`src/rtl/hsem_ahb_master.sv`:
```
// Single-outstanding AHB-Lite initiator issuing word-sized SINGLE NONSEQ transfers.
// Optional macro HSEM_MST_RETRY_EN re-issues ERROR transfers up to RETRY_MAX times.
module hsem_ahb_master #(
    parameter int unsigned RETRY_MAX = 2
) (
    input  logic        hclk,
    input  logic        hresetn,
    input  logic        cmd_valid,
    output logic        cmd_ready,
    input  logic        cmd_write,
    input  logic [31:0] cmd_addr,
    input  logic [31:0] cmd_wdata,
    output logic        rsp_valid,
    output logic [31:0] rsp_rdata,
    output logic        rsp_err,
    output logic [31:0] haddr,
    output logic [1:0]  htrans,
    output logic        hwrite,
    output logic [2:0]  hsize,
    output logic [2:0]  hburst,
    output logic [3:0]  hprot,
    output logic        hmastlock,
    output logic [31:0] hwdata,
    input  logic [31:0] hrdata,
    input  logic        hready,
    input  logic [1:0]  hresp
);

    localparam logic [2:0] ST_IDLE = 3'd0;
    localparam logic [2:0] ST_ADDR = 3'd1;
    localparam logic [2:0] ST_DATA = 3'd2;
    localparam logic [2:0] ST_ERR2 = 3'd3;
    localparam logic [2:0] ST_RESP = 3'd4;

    localparam logic [1:0] HTRANS_IDLE   = 2'b00;
    localparam logic [1:0] HTRANS_NONSEQ = 2'b10;
    localparam logic [1:0] HRESP_ERROR   = 2'b01;

    assign hsize     = 3'b010;
    assign hburst    = 3'b000;
    assign hprot     = 4'b0011;
    assign hmastlock = 1'b0;

    logic [2:0]  state, state_n;
    logic [31:0] wdata_q, wdata_n;
    logic [31:0] haddr_n, hwdata_n, rsp_rdata_n;
    logic [1:0]  htrans_n;
    logic        hwrite_n, cmd_ready_n, rsp_valid_n, rsp_err_n;
    logic        done_ok, done_err;

`ifdef HSEM_MST_RETRY_EN
    localparam int unsigned CNT_W = (RETRY_MAX < 2) ? 1 : $clog2(RETRY_MAX + 1);
    logic [CNT_W-1:0] retry_cnt, retry_cnt_n;
`endif

    // Next-state and next-output logic; haddr/hwrite double as the latched command.
    always_comb begin
        state_n     = state;
        haddr_n     = haddr;
        hwrite_n    = hwrite;
        wdata_n     = wdata_q;
        rsp_rdata_n = rsp_rdata;
        rsp_err_n   = rsp_err;
        done_ok     = 1'b0;
        done_err    = 1'b0;
`ifdef HSEM_MST_RETRY_EN
        retry_cnt_n = retry_cnt;
`endif
        case (state)
            ST_IDLE: begin
                if (cmd_valid) begin
                    haddr_n  = {cmd_addr[31:2], 2'b00};
                    hwrite_n = cmd_write;
                    wdata_n  = cmd_wdata;
                    state_n  = ST_ADDR;
`ifdef HSEM_MST_RETRY_EN
                    retry_cnt_n = '0;
`endif
                end
            end
            ST_ADDR: begin
                if (hready) state_n = ST_DATA;
            end
            ST_DATA: begin
                if (hresp == HRESP_ERROR) begin
                    if (hready) done_err = 1'b1;
                    else        state_n  = ST_ERR2;
                end else if (hready) begin
                    done_ok = 1'b1;
                end
            end
            ST_ERR2: begin
                if (hready) done_err = 1'b1;
            end
            ST_RESP: state_n = ST_IDLE;
            default: state_n = ST_IDLE;
        endcase

        if (done_ok) begin
            state_n   = ST_RESP;
            rsp_err_n = 1'b0;
            if (!hwrite) rsp_rdata_n = hrdata;
        end

        if (done_err) begin
`ifdef HSEM_MST_RETRY_EN
            if (retry_cnt < CNT_W'(RETRY_MAX)) begin
                retry_cnt_n = retry_cnt + CNT_W'(1);
                state_n     = ST_ADDR;
            end else begin
                state_n   = ST_RESP;
                rsp_err_n = 1'b1;
            end
`else
            state_n   = ST_RESP;
            rsp_err_n = 1'b1;
`endif
        end

        cmd_ready_n = (state_n == ST_IDLE);
        rsp_valid_n = (state_n == ST_RESP);
        htrans_n    = (state_n == ST_ADDR) ? HTRANS_NONSEQ : HTRANS_IDLE;
        hwdata_n    = ((state_n == ST_DATA || state_n == ST_ERR2) && hwrite_n) ? wdata_n : 32'd0;
    end

    always_ff @(posedge hclk) begin
        if (!hresetn) begin
            state     <= ST_IDLE;
            wdata_q   <= 32'd0;
            haddr     <= 32'd0;
            hwrite    <= 1'b0;
            htrans    <= HTRANS_IDLE;
            hwdata    <= 32'd0;
            cmd_ready <= 1'b1;
            rsp_valid <= 1'b0;
            rsp_rdata <= 32'd0;
            rsp_err   <= 1'b0;
        end else begin
            state     <= state_n;
            wdata_q   <= wdata_n;
            haddr     <= haddr_n;
            hwrite    <= hwrite_n;
            htrans    <= htrans_n;
            hwdata    <= hwdata_n;
            cmd_ready <= cmd_ready_n;
            rsp_valid <= rsp_valid_n;
            rsp_rdata <= rsp_rdata_n;
            rsp_err   <= rsp_err_n;
        end
    end

`ifdef HSEM_MST_RETRY_EN
    always_ff @(posedge hclk) begin
        if (!hresetn) retry_cnt <= '0;
        else          retry_cnt <= retry_cnt_n;
    end
`endif

endmodule
```
`config.mk`:
```
export PLATFORM = sky130hd
export DESIGN_NAME = hsem_ahb_master
export DESIGN_NICKNAME = d
export VERILOG_FILES = /design/src/rtl/hsem_ahb_master.sv
export SDC_FILE = /design/constraint.sdc
export NUM_CORES = 1
export LEC_CHECK = 0
export ABC_CLOCK_PERIOD_IN_PS = 2100
export CAP_MARGIN = 20
export CORE_ASPECT_RATIO = 0.9
export CORE_UTILIZATION = 42
export CTS_CLUSTER_SIZE = 8
export DETAILED_ROUTE_END_ITERATION = 7
export PLACE_DENSITY_LB_ADDON = 0.12
export RECOVER_POWER = 50
export SLEW_MARGIN = 20
export SYNTH_ARGS = -nofsm -noshare
export SYNTH_HDL_FRONTEND = slang
export SYNTH_SLANG_ARGS = --single-unit
```
`constraint.sdc`:
```
create_clock -name hclk -period 2.1 [get_ports hclk]
set_input_delay 0.315 -clock hclk [delete_from_list [all_inputs] [get_ports hclk]]
set_output_delay 0.315 -clock hclk [all_outputs]
set_load 0.05 [all_outputs]
```
## Yosys cells after proc, flatten, opt, wreduce, memory -nomap -nowiden

Cells that the tools add are included.

- Bits in registers: 135
- Input port bits: 103
- Output and inout port bits: 113
- Word-level logic and storage cells: 46

- Equality and inequality tests: 8
- Muxes and demuxes: 19
- Bitwise operators: 1
- Reductions and logical operators: 8

Operator list:

| cell | count |
|---|---|
| $mux 32 | 2 |
| $mux 3 | 6 |
| $eq 3x2->1 const B | 4 |
| $pmux 3 s4 | 1 |
| $mux 1 | 8 |
| $eq 3x1->1 const B | 2 |
| $logic_not 3->1 | 2 |
| $reduce_and 2->1 | 3 |
| $eq 3x3->1 const B | 1 |
| $eq 2x1->1 const B | 1 |
| $mux 2 | 1 |
| $pmux 1 s2 | 1 |
| $reduce_bool 2->1 | 1 |
| $logic_and 1x1->1 | 1 |
| $logic_or 1x1->1 | 1 |
| $not 1->1 | 1 |

## Depth between registers and ports, before layout

Gate-level depths: netlist of the first run.

- Depth in word-level cells: 9
- Depth in mapped cells: 6
- Mapped depth without buffers: 3

## Least setup slack after synthesis of the first run

OpenSTA, ideal clock, no wires.

- Kind: register to register
- Start point: register state[0]
- End point: register hwdata[10]
- Library setup time: 134 ps
- Arrival time: 1392 ps
- Data required time: 1966 ps
- Setup slack: 574 ps
- Cell stages (with the launch flop): 7
- Buffers on the path: 3
- Clock period less this slack: 1526 ps
- Cells stage by stage: dfxtp_1 > buf_2 > or4b_1 > buf_2 > buf_2 > nand2_1 > a211oi_1

- Word-level cells in the longest chain between the ends: 9
- Elaborated cells on any way between the ends: 20
- Those cells by class: 5 x eq/ne; 11 x mux; 4 x reduce/logical

RTL lines:

| what | line | RTL |
|---|---|---|
| from (decl) | 44 | `logic [2:0] state, state_n;` |
| from (signal assigned) | 139 | `state <= state_n;` |
| $mux 3 | 86 | `if (hready) done_err = 1'b1;` |
| $mux 3 | 85 | `if (hresp == HRESP_ERROR) begin` |
| $pmux 3 s4 | 69 | `case (state)` |
| $mux 3 | 99 | `if (done_ok) begin` |
| $mux 3 | 105 | `if (done_err) begin` |
| $eq 3x2->1 | 123 | `hwdata_n = ((state_n == ST_DATA \|\| state_n == ST_ERR2) && hwrite_n) ? wdata_n : 32'd0;` |
| $logic_or 1x1->1 | 123 |  |
| $logic_and 1x1->1 | 123 |  |
| $reduce_and 2->1 (no source line) | - |  |
| to (signal assigned) | 144 | `hwdata <= hwdata_n;` |
| to (decl) | 23 | `output logic [31:0] hwdata,` |

Several ways; a longest one is shown, not always the timed one.
A chain may end at the register's enable or synchronous reset.

## Worst setup path after layout of the first run

- Start point: register hwrite
- End point: output port hwrite

RTL lines:

| what | line | RTL |
|---|---|---|
| from (decl) | 18 | `output logic hwrite,` |
| from (signal assigned) | 142 | `hwrite <= hwrite_n;` |

No word-level cell between the ends.

==> metrics.txt, run 1 <==
GRT Util Overall 0.2185; IO Pins roughly 220; number of instances resized during post-cts repair 0; synthesis-to-layout area growth 54.05%; antenna viol nets, final 0; count of buffers inserted at the top-level ports 199; post-CTS setup buffer count 0; DRC Markers 0; leakage power around 2.7 nW; post-route fraction of the period consumed by the critical path 0.9488; IR Drop Worst-Case VDD 0.5673 mV; critical path cell sequence clkdlybuf4s50_1; maximum frequency from static timing analysis between 0.5 and 0.6 GHz; number of iterations in the first detailed-routing pass 5; largest fanout on the critical path 3; wire length reported by the detailed router approximately 13000 microns; setup repair after global routing missed its margin false; clock-pin slew reported for the worst setup and hold paths after clock tree synthesis around 0.06 ns; pin count of the biggest net entering global routing 65; # setup viols final 0; setup TNS after final layout 0 ns; vias in the first global route ~4300; kind of critical path reg -> out; top post-synthesis cells by area sky130_fd_sc_hd__dfxtp_1 (54%), sky130_fd_sc_hd__nand2_1 (14%), sky130_fd_sc_hd__a21oi_1 (6.5%); PnR Total Power between 6 and 7 mW; area share of the leading cell type in the synthesized netlist 0.5433; outcome completed; Hold Crit Class in -> reg; number of buffers inserted by hold repair at cts 0; post-route minimum period between 1.5 and 2 ns; post-synthesis cell type count 25; CP max stage delay around 0.86 ns; layout cells sized above 1 0.06762; number of synthesized register bits about 130; Synth warnings 0; clock tree skew after final layout between 0.007 and 0.008 ns; CP Launch Type register; Worst Path Buf+Inv 1; number of hold violations in the final report 0; arrival time of the worst setup path 1.68 ns; effective utilization at floorplan 0.4318; number of placement rows 37; GR Overflow Total 0; max-capacitance violation count 0; gate count of the mapped netlist 570; post-placement cell count just under 900; standard cell area after detailed placement 7022 sq um; clk sink count 134; overall via count from detail_route 4527; Clock Root Buffer sky130_fd_sc_hd__clkbuf_16; htree depth 4; synthesized cell area 4937 sq um; Total Die Area approximately 12000 sq um; post-detailed-route wirelength per cell 14.10 microns; Syn Area/Cell roughly 8.7 sq um; half-perimeter wire length of the detailed placement result just under 9000 microns; Non-Filler Cell Area, Final about 7600 sq um; Crit path max-delay family buffers and inverters; count of inserted antenna diode cells 0; NumNets Final around 860; sequential area share after synthesis 0.5433; Die Span Y 104.9 microns; antenna violations before repair 0; maximum buffer depth of the clock tree 2; relative slew slack 0.6163; clock buffers created by TritonCTS 17; vias per std cell 4.894; transition time at the pin with the least slew margin roughly 0.58 ns; type of element capturing the critical path output pin; global-route wire length before repair between 20000 and 25000 microns; total count of max-transition violations in the final report 0; DIE WIDTH around 120 microns; placeable core region around 11000 sq um; Max stage delay cell, worst path sky130_fd_sc_hd__clkdlybuf4s50_1; Skew-Pair Late Insertion Delay roughly 0.40 ns; Yosys top cell by area sky130_fd_sc_hd__dfxtp_1; non-filler cells, final just over 900; clock tree from TritonCTS done; placer congestion estimate approximately 0.72; P per Cell Area between 800 and 900 nW/um^2; CP required between 1.5 and 2 ns; initial drt markers 213
## per-layer routing
layer,vias to the layer above,share of wire,track usage
met1,2097,0.40,0.2433
met3,13,0.087,0.09455
met5,-,0,0
met4,0,0.013,0.07143
met2,167,0.50,0.3690
li1,2250,-,-
## through the flow
| step | hold WS, ns | utilization | worst slack [ns] |
|---|---|---|---|
| floorplan | 0.4315 | - | 0.5738 |
| global placement | 0.4409 | 0.6141 | 0.07989 |
| detailed placement | 0.4468 | 0.6141 | 0.04090 |
| CTS | 0.2711 | 0.6686 | 0.08552 |
| global route | 0.2831 | 0.6652 | 0.06104 |
| finish | 0.2883 | 0.6652 | 0.1075 |
## state kept, by name (all words and copies together), names as in the netlist
register	flops
hwrite	1
rsp_rdata	32
cmd_ready	1
wdata_q	32
rsp_valid	1
state	3
haddr	30
htrans	1
hwdata	32
rsp_err	1
## area by class of cell
cell class | instances | area [sq um]
tap | 156 | 195.2
clock buffer | 19 | 442.9
sequential | 134 | 2683
timing repair buffer | 215 | 2133
inverter | 1 | 3.754
multi-input combinational | 387 | 1968
fill | 948 | 3829
clock inverter | 13 | 180.2
## report_power, final
part	switching, mW	total [mW]	internal (mW)
combinational	0.593	0.973	0.380
clock	1.08	3.09	2.01
sequential	0.0440	2.69	2.64
## cell families (layout without fill, tap and decap cells)
family                 after synthesis  in the layout  synth area share
other                                2             14          0.001521
DFF                                134            134            0.5433
muxes                               32             32           0.06488
AOI/OAI and AO/OA                  100            100            0.1194
buffers and inverters               61            248           0.06488
and+or+nand+nor                    241            241            0.2060
## worst reg2reg max path, delay by kind of cell (launching register included)
family          cells  cell delay (ns)
flops               1             0.35
buf+inv             3             0.64
compound gates      1             0.30
simple gates        2             0.48
## cells in the mapped netlist
cell and n:
sky130_fd_sc_hd__or2_2 1, sky130_fd_sc_hd__clkbuf_1 21, sky130_fd_sc_hd__buf_2 22, sky130_fd_sc_hd__mux2i_1 32, sky130_fd_sc_hd__a211oi_1 32, sky130_fd_sc_hd__nor3_1 3
sky130_fd_sc_hd__inv_1 1, sky130_fd_sc_hd__nand3b_1 2, sky130_fd_sc_hd__nor2b_1 2, sky130_fd_sc_hd__nor2_1 6, sky130_fd_sc_hd__o21bai_1 1, sky130_fd_sc_hd__dfxtp_1 134
sky130_fd_sc_hd__a2111oi_0 1, sky130_fd_sc_hd__buf_4 17, sky130_fd_sc_hd__nand2b_1 2, sky130_fd_sc_hd__nor4b_4 1, sky130_fd_sc_hd__nand3_1 32, sky130_fd_sc_hd__conb_1 2
sky130_fd_sc_hd__or4b_1 1, sky130_fd_sc_hd__o21ai_1 1, sky130_fd_sc_hd__nor4_4 1, sky130_fd_sc_hd__a21o_1 1, sky130_fd_sc_hd__a21oi_1 64, sky130_fd_sc_hd__and3b_1 1
sky130_fd_sc_hd__nand2_1 189
## worst paths after layout
| path | startpoint | endpoint | slack, ns | cells after the start |
|---|---|---|---|---|
| hold reg to reg | haddr[25] | haddr[25] | 0.45 | 2 |
| hold / removal | hresetn | state[1] | 0.29 | 3 |
| setup / recovery | hwrite | hwrite | 0.11 | 1 |
| setup reg to reg | state[0] | hwdata[6] | 0.24 | 6 |
## placed cells by master (no fill, tap or decap), types with 2 or more instances in the layout
cell type,synthesis,final
sky130_fd_sc_hd__clkdlybuf4s50_1,0,198
sky130_fd_sc_hd__nand2_1,189,189
sky130_fd_sc_hd__dfxtp_1,134,134
sky130_fd_sc_hd__a21oi_1,64,64
sky130_fd_sc_hd__nand3_1,32,32
sky130_fd_sc_hd__a211oi_1,32,32
sky130_fd_sc_hd__mux2i_1,32,32
sky130_fd_sc_hd__clkbuf_16,0,17
sky130_fd_sc_hd__conb_1,2,14
sky130_fd_sc_hd__buf_4,17,8
sky130_fd_sc_hd__nor2_1,6,6
sky130_fd_sc_hd__clkinvlp_4,0,6
sky130_fd_sc_hd__bufinv_16,0,4
sky130_fd_sc_hd__nor3_1,3,3
sky130_fd_sc_hd__clkinv_2,0,3
sky130_fd_sc_hd__buf_12,0,3
sky130_fd_sc_hd__clkbuf_2,0,3
sky130_fd_sc_hd__nand3b_1,2,2
sky130_fd_sc_hd__nand2b_1,2,2
sky130_fd_sc_hd__nor2b_1,2,2
sky130_fd_sc_hd__clkbuf_1,21,2
No activity file was read; power rests on OpenSTA's default activity.
==> run 2: changes to the inputs <==
Settings changed: CTS_CLUSTER_SIZE 8 to not set.
==> results of run 2 <==
The final DEF is identical to that of run 1; final timing and power are the same.
